File: config.mk
export PLATFORM = sky130hd
export DESIGN_NAME = alu_seq
export DESIGN_NICKNAME = d
export VERILOG_FILES = /design/src/rtl/alu_seq.sv
export SDC_FILE = /design/constraint.sdc
export NUM_CORES = 1
export LEC_CHECK = 0
export CAP_MARGIN = 20
export CORE_MARGIN = 1
export CORE_UTILIZATION = 50
export DETAILED_ROUTE_END_ITERATION = 10
export PLACE_DENSITY = 0.7
export REMOVE_ABC_BUFFERS = 1
export SLEW_MARGIN = 15
export SYNTH_ARGS = -nofsm -noshare
export SYNTH_HDL_FRONTEND = slang
export SYNTH_SLANG_ARGS = --single-unit
File: constraint.sdc
create_clock -name clk -period 13 [get_ports clk]
set_input_delay 1.95 -clock clk [delete_from_list [all_inputs] [get_ports clk]]
set_output_delay 1.95 -clock clk [all_outputs]
set_load 0.005 [all_outputs]
File: src/rtl/alu_seq.sv
// alu_seq: sequential WIDTH-bit ALU with valid/ready handshakes on both sides.
//   Single-cycle ops (AND/OR/XOR/ADD/SUB/SLT/NOR) finish on the accept edge.
//   Shifts (SLL/SRL/SRA) move one bit per EXEC cycle.
//   MUL is shift-add over WIDTH EXEC cycles.
// Ports:
//   clk, reset                 rising-edge clock, async active-high reset
//   in_valid / in_ready        operation handshake (in_ready only in IDLE)
//   a, b, opcode               operands and 4-bit opcode, captured on accept
//   out_valid / out_ready      result handshake (out_valid only in DONE)
//   result                     registered result
//   zero, carry, overflow,
//   illegal                    registered flags
module alu_seq #(
   parameter int WIDTH = 32,
   parameter int SHW   = $clog2(WIDTH)
) (
   input  logic             clk,
   input  logic             reset,
   input  logic             in_valid,
   output logic             in_ready,
   input  logic [WIDTH-1:0] a,
   input  logic [WIDTH-1:0] b,
   input  logic [3:0]       opcode,
   output logic             out_valid,
   input  logic             out_ready,
   output logic [WIDTH-1:0] result,
   output logic             zero,
   output logic             carry,
   output logic             overflow,
   output logic             illegal
);
   localparam logic [3:0] OP_AND = 4'b0000, OP_OR  = 4'b0001, OP_XOR = 4'b0010,
                          OP_ADD = 4'b0011, OP_SUB = 4'b0111, OP_SLT = 4'b0110,
                          OP_NOR = 4'b1100, OP_SLL = 4'b1000, OP_SRL = 4'b1001,
                          OP_SRA = 4'b1010, OP_MUL = 4'b1011;

   typedef enum logic [1:0] {IDLE, EXEC, DONE} state_t;

   state_t           state_q, state_d;
   logic [3:0]       op_q, op_d;
   logic [WIDTH-1:0] x_q, x_d, y_q, y_d, acc_q, acc_d, res_q, res_d;
   logic [SHW:0]     cnt_q, cnt_d;
   logic             zero_q, zero_d, carry_q, carry_d, ovf_q, ovf_d, ill_q, ill_d;

   logic [SHW-1:0]   k;
   logic             is_sub, ovf, sc_c, sc_v, sc_ill, multi, fin;
   logic [WIDTH-1:0] bb, sc_res, x_sh, acc_n, ex_res;
   logic [WIDTH:0]   sum;

   assign k      = b[SHW-1:0];
   assign is_sub = opcode == OP_SUB || opcode == OP_SLT;
   assign bb     = is_sub ? ~b : b;
   assign sum    = {1'b0, a} + {1'b0, bb} + {{WIDTH{1'b0}}, is_sub};
   // carry into the MSB is recovered from the MSB sum bit and its two inputs
   assign ovf    = (a[WIDTH-1] ^ bb[WIDTH-1] ^ sum[WIDTH-1]) ^ sum[WIDTH];
   // a zero-distance shift completes like a single-cycle op
   assign multi  = opcode[3:2] == 2'b10 && (opcode == OP_MUL || k != '0);

   always_comb begin
      sc_res = '0;
      sc_c   = 1'b0;
      sc_v   = 1'b0;
      sc_ill = 1'b0;
      case (opcode)
         OP_AND:                 sc_res = a & b;
         OP_OR:                  sc_res = a | b;
         OP_XOR:                 sc_res = a ^ b;
         OP_ADD, OP_SUB: begin
            sc_res = sum[WIDTH-1:0];
            sc_c   = sum[WIDTH];
            sc_v   = ovf;
         end
         OP_SLT:                 sc_res = {{(WIDTH-1){1'b0}}, sum[WIDTH-1] ^ ovf};
         OP_NOR:                 sc_res = ~a & ~b;
         OP_SLL, OP_SRL, OP_SRA: sc_res = a;
         OP_MUL:                 sc_res = '0;
         default:                sc_ill = 1'b1;
      endcase
   end

   // x_q is the shifting operand for shifts and the multiplicand for MUL
   assign x_sh   = op_q == OP_SRL ? x_q >> 1 :
                   op_q == OP_SRA ? {x_q[WIDTH-1], x_q[WIDTH-1:1]} : x_q << 1;
   assign acc_n  = acc_q + (y_q[0] ? x_q : '0);
   assign ex_res = op_q == OP_MUL ? acc_n : x_sh;
   assign fin    = cnt_q == (SHW+1)'(1);

   always_comb begin
      state_d = state_q;
      op_d    = op_q;
      x_d     = x_q;
      y_d     = y_q;
      acc_d   = acc_q;
      cnt_d   = cnt_q;
      res_d   = res_q;
      zero_d  = zero_q;
      carry_d = carry_q;
      ovf_d   = ovf_q;
      ill_d   = ill_q;
      case (state_q)
         IDLE: if (in_valid) begin
            op_d  = opcode;
            x_d   = a;
            y_d   = b;
            acc_d = '0;
            cnt_d = opcode == OP_MUL ? (SHW+1)'(WIDTH) : {1'b0, k};
            if (multi) begin
               state_d = EXEC;
            end else begin
               state_d = DONE;
               res_d   = sc_res;
               zero_d  = sc_res == '0;
               carry_d = sc_c;
               ovf_d   = sc_v;
               ill_d   = sc_ill;
            end
         end
         EXEC: begin
            x_d   = x_sh;
            y_d   = y_q >> 1;
            acc_d = acc_n;
            cnt_d = cnt_q - (SHW+1)'(1);
            if (fin) begin
               state_d = DONE;
               res_d   = ex_res;
               zero_d  = ex_res == '0;
               carry_d = 1'b0;
               ovf_d   = 1'b0;
               ill_d   = 1'b0;
            end
         end
         DONE: if (out_ready) state_d = IDLE;
         default: state_d = IDLE;
      endcase
   end

   always_ff @(posedge clk or posedge reset) begin
      if (reset) begin
         state_q <= IDLE;
         op_q    <= '0;
         x_q     <= '0;
         y_q     <= '0;
         acc_q   <= '0;
         cnt_q   <= '0;
         res_q   <= '0;
         zero_q  <= 1'b0;
         carry_q <= 1'b0;
         ovf_q   <= 1'b0;
         ill_q   <= 1'b0;
      end else begin
         state_q <= state_d;
         op_q    <= op_d;
         x_q     <= x_d;
         y_q     <= y_d;
         acc_q   <= acc_d;
         cnt_q   <= cnt_d;
         res_q   <= res_d;
         zero_q  <= zero_d;
         carry_q <= carry_d;
         ovf_q   <= ovf_d;
         ill_q   <= ill_d;
      end
   end

   assign in_ready  = state_q == IDLE;
   assign out_valid = state_q == DONE;
   assign result    = res_q;
   assign zero      = zero_q;
   assign carry     = carry_q;
   assign overflow  = ovf_q;
   assign illegal   = ill_q;
endmodule

==> results of run 1 <==
[state kept, by name, summed over array words and instances, names as in the netlist]
signal	count
result	32
cnt_q	6
y_q	32
overflow	1
acc_q	32
zero	1
state_q	2
op_q	4
illegal	1
x_q	32
carry	1
[synth_stat cells, drive strengths merged, types with 7 or more instances]
cell type    n
mux2i       40
xor2        18
o21bai       8
o31ai       10
buf         18
mux2        17
and3        12
a21oi      114
nor2b       14
nand3       53
a211oi      26
o21a        11
dfrtp      144
nand2b      11
inv         86
a2111oi      7
a31oi       43
xnor2       62
nor2       125
clkbuf     103
a22oi       38
a21o        33
nand2      275
o211ai      26
ha         128
nor3        27
nor4        15
a211o        9
a221oi      19
a222oi       9
and2        39
nand4       17
o21ai      133
[stage by stage]
stage	hold WS, ns	cell area (sq um)	setup WS [ns]	utilization
global route	0.502	15800	5.86	0.579
CTS	0.482	15800	6.31	0.579
floorplan	0.446	13400	6.59	-
global placement	0.459	15200	5.95	0.558
finish	0.484	15800	6.17	0.579
detailed placement	0.464	15200	5.86	0.558
[kinds of logic (layout without fill, tap and decap cells)]
logic type	after synthesis	after routing	share of synthesized area
buffers and inverters	208	246	0.0637
flip-flops	144	144	0.257
multiplexers	57	57	0.0422
adder cells (fa/ha/maj)	130	130	0.117
AND/OR/NAND/NOR	631	631	0.211
XOR/XNOR	80	80	0.0500
AO/OA/AOI/OAI	541	541	0.259
[layout make-up]
type	instances	area [sq um]	share of cell area
Timing Repair Buffer	127	1230	0.0777
Tap cell	372	465	0.0295
Inverter	87	332	0.0210
Multi-Input combinational cell	1439	9570	0.606
Clock inverter	15	166	0.0105
Sequential cell	144	3600	0.228
Clock buffer	17	425	0.0269
[metal layers]
metal,track usage,share of wire,up-vias
li1,-,-,6513
met1,0.461,0.46,6658
met4,0.125,0.033,2
met2,0.486,0.44,600
met5,0,0.00028,-
met3,0.0504,0.073,93
[power by group]
group,internal (mW),total [mW],switching [mW]
Clock,0.259,0.509,0.250
Combinational,0.630,1.59,0.961
Sequential,0.654,0.836,0.182
Total,1.54,2.94,1.39
[worst paths after layout]
kind / start / end / slack, ns / cells past startpoint
worst min register to register: y_q[2]$_DFFE_PP0P_ / y_q[2]$_DFFE_PP0P_ / 0.48 / 2
max in group asynchronous: reset / y_q[29]$_DFFE_PP0P_ / 9.55 / 3
worst min-delay path: y_q[2]$_DFFE_PP0P_ / y_q[2]$_DFFE_PP0P_ / 0.48 / 2
worst max register to register: y_q[0]$_DFFE_PP0P_ / zero$_DFFE_PP0P_ / 8.39 / 14
worst max-delay path: opcode[3] / zero$_DFFE_PP0P_ / 6.17 / 16
min in group asynchronous: reset / acc_q[3]$_DFFE_PP0P_ / 1.99 / 2
[worst register-to-register path, stage by stage, from the launching register on]
cell,delay [ns]
dfrtp_1,0.91
and2_1,0.23
ha_1,0.24
fa_1,0.28
a211oi_1,0.09
o21ai_1,0.30
nand3_1,0.22
a21oi_1,0.47
a21oi_1,0.17
nor2_1,0.15
xnor2_1,0.20
mux2i_1,0.20
or4_1,0.51
a2111o_1,0.43
o211ai_2,0.14
==> results by group, run 1 <==
STA
  – Worst-Margin Slew: 1.18 ns
  – Max Clock Skew: 0.0209 ns
  – Final period util: 0.525
  – Final setup vio count: 0
  – Final TNS setup: 0 ns
  – RSZ-0062 raised after global routing: no
  – Fmax: 0.147 GHz
  – Final min period: 6.83 ns
  – Hold Vio Cnt, Final: 0
  – Fin. max-slew vios: 0
  – Slew HR: 0.205

Floorplan
  – Initial core utilization: 0.514
  – Std-Cell Core Area: roughly 27000 sq um
  – DIE WIDTH: roughly 170 um
  – Ports: 110
  – Cell row count: 60
  – Die height: 169 um
  – Die ar.: between 20000 and 30000 sq um

Final layout
  – Layout area overhead: 12.7%
  – Most frequent cells in the layout: nand2_1 (274), dfrtp_1 (144), ha_1 (128)
  – Most common cell after layout, fill and taps aside: nand2_1
  – Fillcell total: 2491
  – Non-Filler Instances: 2201
  – Antenna diodes: 0
  – Share of layout cells above drive strength 1: 0.0618
  – NumNets Final: just over 2000

Synth
  – Seq/Total Area, Yosys: 0.257
  – FFs w/ async S/R, synth: 1.00
  – Top cells by area, synth: dfrtp_1 (26%), ha_1 (11%), nand2_1 (7.4%), o21ai_0 (4.4%), a21oi_1 (4.0%)
  – Synthesis Warnings: 0
  – Netlist Area Pre-Place: 14000 sq um
  – Top-area cell type share of the netlist area: 0.257
  – Post-synthesis cell count: 1791
  – Mapped Avg Cell Area: 7.82 sq um
  – Register bit total from synthesis: approximately 140
  – Distinct cells, synth: 95
  – Post-synth EDFFs: 0
  – Synth area leader: dfrtp_1
  – Main flop type after synthesis: dfrtp_1

Critical path
  – WP data arrival: slightly above 7 ns
  – CP max-delay cell: clkdlybuf4s50_1
  – Critical Path RT: 13.37 ns
  – Worst Setup End Kind: register
  – Critical Path Source Type: primary input
  – Worst Path Buf+Inv: 2
  – CP delay by family, top: buffers and inverters
  – CP cell instances: clkdlybuf4s50_1 > nand3b_1 > buf_4 > o21ai_0 > fa_1 > a211o_1 > a221oi_2 > a2111oi_2 > nor3_1 > mux2i_1 > nand2_1 > nor4_1 > nand4_1 > nor4_1 > nand4_1 > o211ai_2
  – Critical path class: in2reg
  – Max incr delay on CP: 1.15 ns
  – CP Max Fanout: 35

Global routing
  – Pin count of the biggest net entering global routing: 87
  – Global Route Usage Sum: 0.322
  – Initial antenna violation count: 1
  – Vias in the first global route: roughly 13000
  – First-pass GRT wire length: 72.2 mm
  – Gr ovfl total: 0

Placed design
  – Final HPWL DP: 32.9 mm
  – RD Place Congestion: 0.949
  – Placed insts: ~2200
  – IO Port Bufs: around 110

Power and ir drop
  – Power Density: 186 nW/um^2
  – Total power: ~2.9 mW
  – Worst vdd ir: 0.108 mV
  – Leakage: 7.08 nW

Clock network
  – Clock-pin slew on the worst setup and hold paths: 0.08 ns
  – Number of H-tree levels: 4
  – CTS Hold Bufs: 0
  – Clock buffer depth: 2
  – Clock latency on the worst-skew pair: 0.45 ns
  – CTS Sinks: 144
  – Clock root buffer: clkbuf_16
  – Post-CTS sizing: 0
  – Setup Buffers After CTS: 0
  – CTS tree: yes
  – Clock buffer count from CTS: 17

Routing
  – WL per Instance: 20.7 um
  – Via density: 6.30
  – Post-route ant nets: 0
  – Iteration count of the initial detailed-routing pass: 6
  – Final wirelength: 45.7 mm
  – DRC: 0
  – Detailed router's first-iteration violation count: 1566
  – Vias post-DR: roughly 14000

Run status
  – Status: finished, final reports clean

Worst hold path
  – Min-Delay Path Class: reg2reg

Run
  – Max Cap Viol: 0
Power figures use the tool's default switching activity.
==> run 2: changes to the inputs <==
--- a/config.mk
+++ b/config.mk
@@ -9,7 +9,7 @@
 export CORE_MARGIN = 1
 export CORE_UTILIZATION = 50
 export DETAILED_ROUTE_END_ITERATION = 10
-export PLACE_DENSITY = 0.7
+export PLACE_DENSITY = 0.73
 export REMOVE_ABC_BUFFERS = 1
 export SLEW_MARGIN = 15
 export SYNTH_ARGS = -nofsm -noshare
==> constraint.sdc (replaced) <==
create_clock -name clk -period 6.2 [get_ports clk]
set_input_delay 0.93 -clock clk [delete_from_list [all_inputs] [get_ports clk]]
set_output_delay 0.93 -clock clk [all_outputs]
set_load 0.005 [all_outputs]
==> run 2 against run 1 <==
- utilization grew 0.21 points
- cell count rose by 0.50%
- clock skew shrank 0.0063 ns
- power up 110%
- flip-flop and latch count unchanged
- critical path type unchanged
- final area rose by 0.36%
==> results by group, run 2 (same netlist as run 1, synthesis figures left out) <==
Run status
  – Status: finished, final reports clean

Clock network
  – Clock latency on the worst-skew pair: 0.45 ns (about the same)
  – Clock buffer depth: 2 (unchanged)
  – Setup Buffers After CTS: 0 (unchanged)
  – Post-CTS sizing: 0 (unchanged)
  – CTS tree: yes
  – Clock root buffer: clkbuf_16
  – Clock-pin slew on the worst setup and hold paths: 0.08 ns (about the same)
  – Clock buffer count from CTS: 17 (unchanged)
  – CTS Sinks: 144 (unchanged)
  – Number of H-tree levels: 4 (unchanged)
  – CTS Hold Bufs: 0 (unchanged)

Critical path
  – R2r startpoint: y_q[0]$_DFFE_PP0P_
  – Critical Path RT: 6.54 ns (-6.83 ns)
  – Critical Path Source Type: primary input
  – Flop2flop setup slack: 1.63 ns (-6.76 ns)
  – Critical path class: in2reg
  – Worst setup endpoint: result[31]$_DFFE_PP0P_
  – Worst Setup End Kind: register
  – R2R Path End: zero$_DFFE_PP0P_
  – WP data arrival: 5.68 ns (-1.52 ns)
  – CP startpoint: opcode[1]
  – CP Max Fanout: 12 (-66%)
  – Worst R2R Path Depth: 13 (-1)

Final layout
  – Layout area overhead: 13.1%
  – Antenna diodes: 0 (unchanged)
  – Fillcell total: 2494 (+0.12%)
  – Share of layout cells above drive strength 1: 0.0668 (+0.00507)
  – NumNets Final: 2029 (+0.55%)
  – Most frequent cells in the layout: nand2_1 (274), dfrtp_1 (144), ha_1 (128)
  – Finished Core Util: 0.581 (+0.00211)
  – Most common cell after layout, fill and taps aside: nand2_1

Routing
  – WL per Instance: 20.7 um (-0.17%)
  – Vias post-DR: 13900 (-0.087%)
  – Iteration count of the initial detailed-routing pass: 6 (unchanged)
  – Post-route ant nets: 0 (unchanged)
  – Final wirelength: 45.8 mm (+0.33%)
  – Via density: 6.26 (-0.58%)
  – DRC: 0 (unchanged)
  – Detailed router's first-iteration violation count: 1499 (-4.3%)

Placed design
  – Final HPWL DP: 34.1 mm (+3.6%)
  – RD Place Congestion: 0.955 (+0.66%)
  – IO Port Bufs: 109 (unchanged)

Global routing
  – First-pass GRT wire length: 72.2 mm (about the same)
  – Pin count of the biggest net entering global routing: 91 (+4.6%)
  – Vias in the first global route: 13000 (+1.3%)
  – Gr ovfl total: 0 (unchanged)
  – Initial antenna violation count: 0 (-1)
  – Global Route Usage Sum: 0.322 (-0.000339)

Run
  – Max Cap Viol: 0 (unchanged)

Floorplan
  – Die ar.: 28700 sq um (unchanged)
  – Ports: 110 (unchanged)
  – DIE WIDTH: 169 um (unchanged)
  – Die height: 169 um (unchanged)
  – Initial core utilization: 0.514 (unchanged)
  – Cell row count: 60 (unchanged)
  – Std-Cell Core Area: 27300 sq um (unchanged)

STA
  – Hold Vio Cnt, Final: 0 (unchanged)
  – Final period util: 0.861
  – Max Clock Skew: 0.0146 ns (-0.00626 ns)
  – Final setup vio count: 0 (unchanged)
  – Final min period: 5.34 ns
  – Final TNS setup: 0 ns (unchanged)
  – Worst-Margin Slew: 0.998 ns (-0.185 ns)
  – Fin. max-slew vios: 0 (unchanged)
  – Fmax: 0.187 GHz
  – RSZ-0062 raised after global routing: no
  – Slew HR: 0.335 (+0.129)

Power and ir drop
  – Total power: 6.14 mW (+110%)
  – Sw frac: 0.474 (-0.000832)
  – NetSw: 2.91 mW (+110%)
  – Combinational power share: 0.542 (about the same)
  – Worst vdd ir: 0.207 mV (+92%)
  – Register share of total power: 0.286 (about the same)
  – Power Density: 387 nW/um^2 (+110%)
  – P_int: 3.23 mW (+110%)
  – Leakage: 7.12 nW (+0.51%)
  – Clock share of power: 0.172 (about the same)

Worst hold path
  – Min-Delay Path Class: reg2reg
## run 2: routing by layer
metal | GRT usage | part of all wire | vias to the layer above
li1 | - | - | 6547
met4 | 0.130 | 0.035 | 0
met3 | 0.0464 | 0.072 | 88
met5 | 0 | 0 | -
met2 | 0.485 | 0.44 | 553
met1 | 0.461 | 0.46 | 6666
## run 2: worst min-delay path by stage
stage               depth (start not counted)              endpoint  slack, ns                 start
floorplan                                   2    y_q[1]$_DFFE_PP0P_       0.45    y_q[1]$_DFFE_PP0P_
global placement                            2    y_q[1]$_DFFE_PP0P_       0.46    y_q[1]$_DFFE_PP0P_
detailed placement                          2  overflow$_DFFE_PP0P_       0.46  overflow$_DFFE_PP0P_
CTS                                         2    y_q[2]$_DFFE_PP0P_       0.48    y_q[2]$_DFFE_PP0P_
global route                                2    y_q[2]$_DFFE_PP0P_       0.50    y_q[2]$_DFFE_PP0P_
finish                                      2    y_q[2]$_DFFE_PP0P_       0.48    y_q[2]$_DFFE_PP0P_
## run 2: worst max-delay path, stage by stage
cell,delay (ns)
clkdlybuf4s50_1,0.49
nand3b_1,0.58
buf_4,0.40
xnor2_1,0.13
ha_1,0.38
o21ai_0,0.19
nor2_1,0.07
or2_2,0.31
a221oi_1,0.27
o211ai_1,0.23
a2111oi_0,0.63
nor3_1,0.20
nor4b_1,0.20
nor3_2,0.29
o21ai_1,0.09
mux2_2,0.27
## run 2: layout make-up
cell class	count	area (sq um)	share of cell area
flip-flops and latches	144	3600	0.227
repair buffers	138	1310	0.0826
inverters	87	332	0.0209
multi-input cells	1439	9570	0.604
well taps	372	465	0.0294
clock inverters	14	138	0.00869
clock buffers	18	429	0.0271
## run 2: power by group through the flow
stage | Combinational (mW) | Clock, mW | Sequential (mW)
2_1_floorplan | 2.26 | 0 | 1.65
3_3_place_gp | 3.20 | 0 | 1.74
3_5_place_dp | 3.26 | 0 | 1.76
4_1_cts | 3.28 | 1.06 | 1.75
5_1_grt | 3.66 | 1.10 | 1.81
6_report | 3.33 | 1.05 | 1.76
## run 2: stage by stage
stage / hold WS (ns) / setup WS (ns) / instances / instance area (sq um)
global route: 0.500 / 0.650 / 2212 / 15800
floorplan: 0.446 / 0.813 / 1670 / 13400
CTS: 0.482 / 0.951 / 2212 / 15800
global placement: 0.461 / 0.595 / 2180 / 15300
finish: 0.484 / 0.863 / 2212 / 15800
detailed placement: 0.462 / 0.498 / 2180 / 15300
